--- src/rtl/mdu_ctrl.sv ---
// Iterative 32-bit multiply/divide unit: shift-add multiply, restoring divide,
// one iteration per clock, with a handshake on both the request and result sides.
module mdu_ctrl (
   input  logic        clock,
   input  logic        reset,
   input  logic        valid_i,
   output logic        ready_o,
   input  logic [2:0]  op_i,
   input  logic [31:0] src1_i,
   input  logic [31:0] src2_i,
   input  logic [4:0]  waddr_i,
   input  logic        flush_i,
   output logic        valid_o,
   input  logic        ready_i,
   output logic [31:0] result_o,
   output logic [4:0]  waddr_o
);

   typedef enum logic [1:0] {IDLE, BUSY, DONE} state_t;

   localparam logic [2:0] OP_MUL   = 3'd0;
   localparam logic [2:0] OP_MULH  = 3'd1;
   localparam logic [2:0] OP_MULHU = 3'd2;
   localparam logic [2:0] OP_DIV   = 3'd3;
   localparam logic [2:0] OP_DIVU  = 3'd4;
   localparam logic [2:0] OP_REM   = 3'd5;
   localparam logic [2:0] OP_REMU  = 3'd6;
   localparam logic [2:0] OP_RSV   = 3'd7;

   state_t      state, next_state;
   logic [5:0]  count;
   logic [2:0]  op_r;
   logic [4:0]  waddr_r;
   logic        neg_r;
   logic [63:0] mcand;
   logic [31:0] mplier;
   logic [63:0] acc;
   logic [31:0] res_r;

   logic        accept, is_div_in, signed_in, special, neg_in;
   logic [31:0] mag1, mag2, special_res;
   logic [63:0] step_acc, step_mcand, prod;
   logic [31:0] step_mplier, final_res;
   logic [32:0] shifted, diff;

   // Request decode: operand magnitudes, sign of the final result, and the
   // corner cases that finish without iterating.
   always_comb begin
      accept      = (state == IDLE) && valid_i && !flush_i;
      is_div_in   = (op_i == OP_DIV) || (op_i == OP_DIVU) || (op_i == OP_REM) || (op_i == OP_REMU);
      signed_in   = (op_i == OP_MUL) || (op_i == OP_MULH) || (op_i == OP_DIV) || (op_i == OP_REM);
      mag1        = (signed_in && src1_i[31]) ? -src1_i : src1_i;
      mag2        = (signed_in && src2_i[31]) ? -src2_i : src2_i;
      neg_in      = (op_i == OP_REM) ? src1_i[31] : (signed_in && (src1_i[31] ^ src2_i[31]));
      special     = 1'b0;
      special_res = 32'd0;
      if (op_i == OP_RSV) begin
         special = 1'b1;
      end else if (is_div_in && (src2_i == 32'd0)) begin
         special     = 1'b1;
         special_res = ((op_i == OP_DIV) || (op_i == OP_DIVU)) ? 32'hFFFF_FFFF : src1_i;
      end else if (((op_i == OP_DIV) || (op_i == OP_REM)) &&
                   (src1_i == 32'h8000_0000) && (src2_i == 32'hFFFF_FFFF)) begin
         special     = 1'b1;
         special_res = (op_i == OP_DIV) ? 32'h8000_0000 : 32'd0;
      end
   end

   // One iteration step; the divider keeps its remainder in acc[31:0], the
   // divisor in mcand[31:0] and grows the quotient in mplier.
   always_comb begin
      shifted     = {acc[31:0], mplier[31]};
      diff        = shifted - {1'b0, mcand[31:0]};
      step_acc    = acc;
      step_mcand  = mcand;
      step_mplier = mplier;
      if (op_r <= OP_MULHU) begin
         step_acc    = acc + (mplier[0] ? mcand : 64'd0);
         step_mcand  = {mcand[62:0], 1'b0};
         step_mplier = {1'b0, mplier[31:1]};
      end else begin
         step_acc    = {32'd0, diff[32] ? shifted[31:0] : diff[31:0]};
         step_mplier = {mplier[30:0], ~diff[32]};
      end
      prod = neg_r ? -step_acc : step_acc;
      case (op_r)
         OP_MUL:            final_res = prod[31:0];
         OP_MULH, OP_MULHU: final_res = prod[63:32];
         OP_DIV, OP_DIVU:   final_res = neg_r ? -step_mplier : step_mplier;
         OP_REM, OP_REMU:   final_res = neg_r ? -step_acc[31:0] : step_acc[31:0];
         default:           final_res = 32'd0;
      endcase
   end

   always_ff @(posedge clock or posedge reset) begin
      if (reset) state <= IDLE;
      else       state <= next_state;
   end

   // Flush wins over both accepting a request and handing off a result.
   always_comb begin
      next_state = state;
      if (flush_i) begin
         next_state = IDLE;
      end else begin
         case (state)
            IDLE:    if (valid_i) next_state = special ? DONE : BUSY;
            BUSY:    if (count == 6'd31) next_state = DONE;
            DONE:    if (ready_i) next_state = IDLE;
            default: next_state = IDLE;
         endcase
      end
   end

   always_ff @(posedge clock or posedge reset) begin
      if (reset) begin
         count   <= 6'd0;
         op_r    <= 3'd0;
         waddr_r <= 5'd0;
         neg_r   <= 1'b0;
         mcand   <= 64'd0;
         mplier  <= 32'd0;
         acc     <= 64'd0;
         res_r   <= 32'd0;
      end else if (accept) begin
         count   <= 6'd0;
         op_r    <= op_i;
         waddr_r <= waddr_i;
         neg_r   <= neg_in;
         acc     <= 64'd0;
         mcand   <= {32'd0, is_div_in ? mag2 : mag1};
         mplier  <= is_div_in ? mag1 : mag2;
         res_r   <= special_res;
      end else if ((state == BUSY) && !flush_i) begin
         count  <= count + 6'd1;
         acc    <= step_acc;
         mcand  <= step_mcand;
         mplier <= step_mplier;
         if (count == 6'd31) res_r <= final_res;
      end
   end

   assign ready_o  = (state == IDLE) && !reset;
   assign valid_o  = (state == DONE);
   assign result_o = valid_o ? res_r : 32'd0;
   assign waddr_o  = valid_o ? waddr_r : 5'd0;

endmodule
--- config.mk ---
export PLATFORM = sky130hd
export DESIGN_NAME = mdu_ctrl
export DESIGN_NICKNAME = d
export VERILOG_FILES = /design/src/rtl/mdu_ctrl.sv
export SDC_FILE = /design/constraint.sdc
export NUM_CORES = 1
export LEC_CHECK = 0
export BUFFER_PORTS_ARGS = -buffer_cell sky130_fd_sc_hd__buf_2
export CAP_MARGIN = 20
export CORE_MARGIN = 2
export CORE_UTILIZATION = 50
export CTS_CLUSTER_SIZE = 12
export DETAILED_ROUTE_END_ITERATION = 7
export GPL_ROUTABILITY_DRIVEN = 1
export PLACE_DENSITY = 0.71
export SLEW_MARGIN = 20
export SYNTH_ARGS = -nofsm -noshare
export SYNTH_HDL_FRONTEND = slang
export SYNTH_SLANG_ARGS = --single-unit
--- constraint.sdc ---
create_clock -name clock -period 6.15 [get_ports clock]
set_clock_uncertainty 0.1 [all_clocks]
set_input_delay 0.3075 -clock clock [delete_from_list [all_inputs] [get_ports clock]]
set_output_delay 0.3075 -clock clock [all_outputs]
set_load 0.03 [all_outputs]
Word-level counts from Yosys, hierarchy flattened:

Cells that the tools add are included.
Widths: inputs -> output; s select.

* $add $sub $neg: 8
* order comparisons: 1
* equality and inequality tests: 20
* multiplexer cells: 41
* bitwise gates (word level): 2
* reductions and logical operators: 32

Operators by type and width (count)
* $mux 32: 19
* $mux 64: 8
* $neg 32->32: 4
* $pmux 32 s4: 1
* $add 64x64->64: 1
* $eq 32x32->1 const B: 2
* $neg 64->64: 1
* $sub 33x32->33: 1
* $logic_not 32->1: 1
* $eq 3x3->1 const B: 7
* $mux 6: 2
* $logic_and 1x1->1: 10
* $mux 2: 5
* $eq 3x2->1 const B: 3
* $logic_or 1x1->1: 7
* $add 6x1->6 const B: 1
* $eq 3x1->1 const B: 2
* $eq 6x5->1 const B: 1
* $logic_not 3->1: 2
* $ne 3x3->1 const B: 2
* $pmux 2 s3: 1
* $reduce_bool 2->1: 3
* $reduce_or 2->1: 3
* $mux 5: 1
* other kinds (11): 16

* flip-flop bits (word level): 209
* bits of input ports: 77
* logic and storage cells: 113

Longest topological paths before layout:

Gate-level depths: netlist of the first run.

* depth after elaboration: 11
* gate-level depth with buffers: 24

Worst setup path before layout of the first run:

No wires, ideal clock.

* path kind: flip-flop to flip-flop
* from: reg mplier[31]
* to: reg res_r[20]
* library setup time: 0.126 ns
* arrival: 4.926 ns
* setup slack: 0.998 ns
* cell stages (with the launch flop): 24
* path buffers: 3
* cell sequence: dfrtp_1 -> inv_1 -> ha_1 -> fa_1 -> nand2b_1 -> a21oi_1 -> o2111ai_2 -> a21oi_2 -> o211a_1 -> buf_6 -> clkbuf_1 -> buf_1 -> nand2_1 -> o211ai_1 -> o21ai_0 -> inv_1 -> ha_1 -> nand3_1 -> nor3_2 -> nand4_1 -> nor4_1 -> a31o_1 -> xnor2_1 -> a221o_1

* word-level cells in the longest chain between the ends: 9
* elaborated cells on any way between the ends: 15

Ends and longest elaborated chain
* start: declaration: line 36 `logic [31:0] mplier;`
* start signal: assignment: line 132 `mplier <= is_div_in ? mag1 : mag2;`
* start signal: assignment: line 138 `mplier <= step_mplier;`
* $sub 33x32->33: line 73 `diff = shifted - {1'b0, mcand[31:0]};`
* $mux 32 or $not 1->1 (tied branches): line 82, 83
* $mux 64 or $mux 32 (tied branches): line 77 `if (op_r <= OP_MULHU) begin`
* $neg 64->64, or another cell as far along: line 85 `prod = neg_r ? -step_acc : step_acc;`
* $mux 64, or another cell as far along: line 85
* $pmux 32 s4 (*): line 86 `case (op_r)`
* $mux 32 (*): line 139 `if (count == 6'd31) res_r <= final_res;`
* $mux 32 (*): line 134 `end else if ((state == BUSY) && !flush_i) begin`
* $mux 32 (*): line 125 `end else if (accept) begin`
* end signal: assignment: line 133 `res_r <= special_res;`
* end signal: assignment: line 139
* end: declaration: line 38 `logic [31:0] res_r;`

Mark *: on every way between the ends. The rest lies on a longest branch, timed or not. The select of a mux whose other input is x is not followed.
A chain may end at the register's enable or synchronous reset.

Worst setup path after layout of the first run:

* from: reg mplier[31]
* to: reg res_r[13]

Same word-level chain as after synthesis.

==> results.cfg, run 1 <==
[final_layout]
antenna_cells = 0
design_area_um2 = 24900
fin_nets = 3398
area_delta_synth_final_pct = 11.0
final_layout_size_suffix_gt1_share_pct = 10.6
final_util_pct = 56.3
n_fill_cell = 4228
instances_no_fill = 3826

[sta]
hold_violations = 0
fin_setup_tns_ns = 0
slew_viol_final = 0
fin_crit_sh_pct = 95.6
worst_pin_slew_ns = 1.20
rsz0062_at_grt = no
worst_hold_slack_ns = 0.0404
layout_min_cycle_time_ns = 5.88
setup_viol = 0
max_slew_margin_pct = 19.7
fmax_mhz = 170

[routing]
drc = 0
num_vias = 25400
wl_um = 95700
dr.pass1.iters = 8
via_per_inst = 6.63
drtIter0Drc = 3407
antenna_left = 0
wire_per_inst_um = 25.0

[grt]
grt_usage_pct = 39.9
antenna_found_initial = 2
grt_first_pass_wirelength_um = 144000
first_global_vias = 23400
grt_max_degree = 114
grt-ovfl-total = 0

[setup_path]
critical_path.top_delay_family = compound AO/OA/AOI/OAI gates
timing.critical_path.buf_inv = 3
rrSetupSlack_ns = 0.27
startpoint_type = flop
worst-path-max-fanout = 10
cp.arrival_ns = 6.25
crit_top_cell = o21ai_0
critical_path.cell_chain = inv_1 > ha_1 > fa_1 > nand2b_1 > a21oi_2 > o2111ai_2 > a21oi_4 > o211a_1 > buf_4 > mux2i_1 > buf_4 > or2_2 > or4b_2 > o21ai_0 > xor2_1 > o21ai_0 > a21oi_1 > o21ai_0
critPathSlowestCell = or4b_2
required_ns = 6.52
crit_path_end_kind = flop
path_class = reg -> reg
slowest_delay_ns = 0.75

[cts]
clock_latency_ns = 0.56
clockBufferDepth = 3
cts_buffers = 26
cts.sinks = 209
htreeDepth = 1
post-cts-setup-buffers = 0
root_buffer = clkbuf_16
path_clk_slew_ns = 0.06
cts_tree = built

[worst_hold_path]
worst_hold_path_type = in -> reg

[logic_synthesis]
syn-cell-area_um2 = 22400
synth_top_cell_by_area = dfrtp_1
ys_warn_count = 0
syn_inst = 3155
async_reset_ff_share_pct = 100
synth_top_area_share_pct = 23.3
synth_fp_nets = 3335
ys_ff_latch = 209
synth-seq-area-share_pct = 23.3
synth_enable_flop_cells = 0
synth_area_leaders = dfrtp_1, nand2_1, a21oi_1
synth_cell_type_count = 99
ys_dominant_reg_cell = dfrtp_1
avgSynthCellArea_um2 = 7.11

[die]
fp.dieArea_um2 = 46600
die_w_um = 216
start_util_pct = 50.7
rows = 77
ios = 116
core-area_um2 = 44200
die_y_um = 216

[placement]
gp_congestion = 1.08
place_hpwl_um = 74900
dpl_cell_area_um2 = 23900
placed_cells = 3773
portBuffers = 115

[flow_run]
drv_cap = 0

[power]
p_leak_nw = 10.5
p_per_area_nw_per_um2 = 510
peakVddDrop_mv = 0.392

[status]
run_status = finished, final reports clean
worst register-to-register path: cells and delay by family, from the launching register on:
kind,cells,cell delay (ns)
compound gates,8,2.52
simple gates,3,1.28
fa+ha+maj,2,0.62
buf+inv,3,0.55
flops,1,0.47
xor+xnor,1,0.15
mux,1,0.11
synthesized netlist by cell type (57+ instances only):
library cell	count
nand3_1	76
nor2_1	235
a31oi_1	57
clkbuf_1	161
xor2_1	93
nand2_1	549
xnor2_1	94
a21oi_1	325
ha_1	101
inv_1	75
o21ai_0	264
dfrtp_1	209
nor3_1	81
and2_1	111
nand4_1	65
sequential cells by signal (all words and copies together) (netlist names):
signal   count
mplier      32
mcand       64
state        2
count        6
res_r       32
waddr_r      5
op_r         3
neg_r        1
acc         64
path summary, 6_finish.rpt:
kind	startpoint	endpoint	depth (start not counted)
worst max-delay path	mplier[31]	res_r[13]	18
worst min-delay path	op_i[2]	op_r[2]	3
worst max register to register	mplier[31]	res_r[13]	18
worst min register to register	waddr_r[2]	waddr_r[2]	2
max in group asynchronous	reset	mplier[0]	4
min in group asynchronous	reset	count[0]	3
per-stage QoR:
step | power (mW) | setup WS (ns)
2_1_floorplan | 7.80 | 0.0333
3_3_place_gp | 10.7 | 0.225
3_5_place_dp | 10.8 | 0.189
4_1_cts | 12.4 | 0.176
5_1_grt | 13.3 | 0.00182
6_report | 12.7 | 0.272
report_power, final:
group | leakage (nW) | switching, mW | internal, mW
clock | 0.427 | 0.634 | 0.898
sequential | 2.68 | 0.730 | 1.80
combinational | 7.43 | 5.74 | 2.90
total | 10.5 | 7.10 | 5.59
placed cells by master, fill, tap and decap left out, types with 11 or more instances in the layout:
master,netlist,routed
a21o_1,20,20
inv_1,75,74
o211ai_1,30,30
xor2_1,93,92
dfrtp_1,209,207
nor2b_1,16,15
buf_2,13,115
and2_1,111,110
or3_1,31,31
xnor2_1,94,93
o21ai_0,264,264
nand2b_1,36,35
mux2i_1,51,51
o21ai_1,11,11
nor2_1,235,233
nand2_1,549,547
a22o_1,38,38
a31oi_1,57,57
nand4_1,65,65
o221ai_1,14,14
ha_1,101,101
a221oi_1,15,15
o41ai_1,17,17
a21oi_1,325,322
nor3_1,81,81
buf_4,1,110
nand3_1,76,76
clkbuf_16,0,27
a211oi_1,34,34
o21a_1,18,18
o31ai_1,42,42
o21bai_1,18,18
nor4_1,25,25
and3_1,12,12
cell type report:
type | instances | area [µm²] | share of cell area, %
multi-input cells | 2668 | 16200 | 65.2
clock inverters | 7 | 38.8 | 0.156
clock buffers | 37 | 803 | 3.23
inverters | 75 | 289 | 1.16
well taps | 592 | 741 | 2.98
flip-flops and latches | 209 | 5230 | 21.0
repair buffers | 238 | 1570 | 6.31
layer usage:
layer / GRT usage (%) / share of wire (%) / vias up
met3: 5.86 / 9.2 / 253
met5: 0 / 0 / -
met1: 54.0 / 41 / 12100
li1: - / - / 11600
met4: 17.9 / 5.3 / 0
met2: 62.9 / 44 / 1464
kinds of logic after synthesis:
family | share of synthesized area [%]
and+or+nand+nor | 27.6
AOI/OAI and AO/OA | 28.6
buffers and inverters | 4.88
DFF | 23.3
xor gates and xnor gates | 7.30
adders and majority gates | 5.81
muxes | 2.53
timing repair:
item,CTS,global route
setup endpoints to repair,0,30
endpoints found under the hold margin,107,0
gates resized for setup,0,5
hold buffers,9,0
(Power assumes the default switching activity.)
==> run 2, diff against run 1 <==
HOLD_SLACK_MARGIN = 0.02   (was default)
PLACE_DENSITY = 0.7   (was 0.71)
==> run 2 against run 1 <==
Effect of this change:
- hold slack better by 0.016 ns
- register-to-register slack about the same
- sequential share of layout area down 0.21 points
- core utilization up 0.57 points
- first-iteration DRC count down 7.0%
- power up 1.6%
- flip-flop and latch count unchanged
- combinational power up 1%
- wire length up 0.80%
- largest cell class unchanged
==> results.cfg, run 2 (same netlist as run 1, synthesis figures left out) <==
[power]
p_leak_nw = 10.7
power.total_mw = 12.9
peakVddDrop_mv = 0.334
p_per_area_nw_per_um2 = 513

[sta]
layout_min_cycle_time_ns = 5.87
worst_hold_slack_ns = 0.0566
hold_violations = 0
worst_pin_slew_ns = 1.11
setup_viol = 0
fin_setup_tns_ns = 0
slew_viol_final = 0
fmax_mhz = 170
max_slew_margin_pct = 25.5
setup_ws_ns = 0.280
rsz0062_at_grt = no
fin_crit_sh_pct = 95.4

[grt]
grt_busiest_layer = met2
use_met3_pct = 5.93
grt_max_degree = 89
use_met1_pct = 54.9
grt_first_pass_wirelength_um = 145000
grt_usage_pct = 40.1
first_global_vias = 23500
grt-ovfl-total = 0
use_met2_pct = 61.5
antenna_found_initial = 2

[routing]
wl_um = 96500
drc = 0
drtIter0Drc = 3168
via_per_inst = 6.64
wire_per_inst_um = 25.0
dr.pass1.iters = 6
antenna_left = 0
num_vias = 25600

[die]
start_util_pct = 50.7
die_y_um = 216
rows = 77
ios = 116
die_w_um = 216
core-area_um2 = 44200
fp.dieArea_um2 = 46600

[setup_path]
path_class = reg -> reg
crit_path_end_kind = flop
startpoint_type = flop
cp.arrival_ns = 6.19
rrSetupSlack_ns = 0.28
required_ns = 6.47
worst-path-max-fanout = 21

[final_layout]
area_delta_synth_final_pct = 12.1
seqCellArea_um2 = 5230
fin_nets = 3431
final_layout_size_suffix_gt1_share_pct = 11.3
mostFrequentLayoutCell = nand2_1
multi_input_area_um2 = 16200
layout_common_cells = nand2_1, a21oi_1, o21ai_0, nor2_1, dfrtp_1
n_fill_cell = 4255
reg_top3 = acc: 64 flops, mcand: 64 flops
design_area_um2 = 25100

[placement]
gp_congestion = 1.05
portBuffers = 115
dpl_cell_area_um2 = 24100
dp_slack_ns = 0.147
place_hpwl_um = 75000

[cts]
path_clk_slew_ns = 0.06
clockBufferDepth = 3
root_buffer = clkbuf_16
clock_latency_ns = 0.58
cts.sinks = 209
cts_buffers = 27
htreeDepth = 1
cts_tree = built

[flow_run]
drv_cap = 0

[worst_hold_path]
worst_hold_path_type = in -> reg

[status]
run_status = finished, final reports clean
[run 2: cell count changes in the layout (fill, tap and decap cells not counted), moves of 2 or more]
cell,change
a2111oi_1,-2
buf_12,-3
clkbuf_8,-4
buf_4,+35
a21oi_1,+2
clkinv_2,-3
a21oi_2,-2
a2111oi_0,+2
bufinv_16,+3
clkbuf_1,+6
[run 2: path summary, 6_finish.rpt]
path / from / endpoint / cells after the start
worst max-delay path: mplier[0] / res_r[19] / 17
worst min-delay path: src2_i[0] / mcand[0] / 3
worst max register to register: mplier[0] / res_r[19] / 17
worst min register to register: waddr_r[0] / waddr_r[0] / 2
max in group asynchronous: reset / mplier[0] / 4
min in group asynchronous: reset / count[4] / 3
[run 2: report_power, final]
group	switching [mW]	internal, mW	total (mW)
logic	5.74	2.98	8.73
registers	0.712	1.80	2.51
clock network	0.664	0.988	1.65
[run 2: routing by layer]
metal | vias to the layer above | wire (µm)
li1 | 11600 | -
met1 | 12200 | 39400
met2 | 1545 | 41700
met3 | 294 | 9700
met4 | 2 | 5680
met5 | - | 12
[run 2: layout make-up]
| type | instances | area share, % |
|---|---|---|
| inverter | 75 | 1.15 |
| sequential | 209 | 20.8 |
| clock buffer | 39 | 3.06 |
| tap | 592 | 2.95 |
| antenna | 1 | 0.00995 |
| timing repair buffer | 270 | 7.06 |
| clock inverter | 8 | 0.488 |
| multi-input combinational | 2668 | 64.5 |
[run 2: stage by stage]
| step | utilization, % | instances |
|---|---|---|
| finish | 56.9 | 3862 |
| floorplan | - | 3155 |
| detailed placement | 54.5 | 3801 |
| global route | 56.9 | 3861 |
| CTS | 56.7 | 3857 |
| global placement | 54.5 | 3801 |
[run 2: worst max-delay path, cell delays in order, from the launching register on]
cell and delay, ns:
dfrtp_2 0.56, and2_1 0.32, ha_1 0.56, a21oi_1 0.18, o21ai_0 0.35, a22oi_1 0.23
a2111oi_0 0.64, o21ai_1 0.31, o41ai_1 0.48, mux2i_1 0.20, nor4_2 0.41, nand4_1 0.20
buf_4 0.20, nor3_1 0.13, buf_4 0.15, mux2i_1 0.06, a221oi_1 0.52, nor2_1 0.10
[run 2: timing repair]
action | CTS | global route
hold buffers | 9 | 0
hold endpoints to repair | 82 | 0
setup buffers | 0 | 4
setup endpoints to repair | 0 | 15
gates resized for setup | 0 | 4
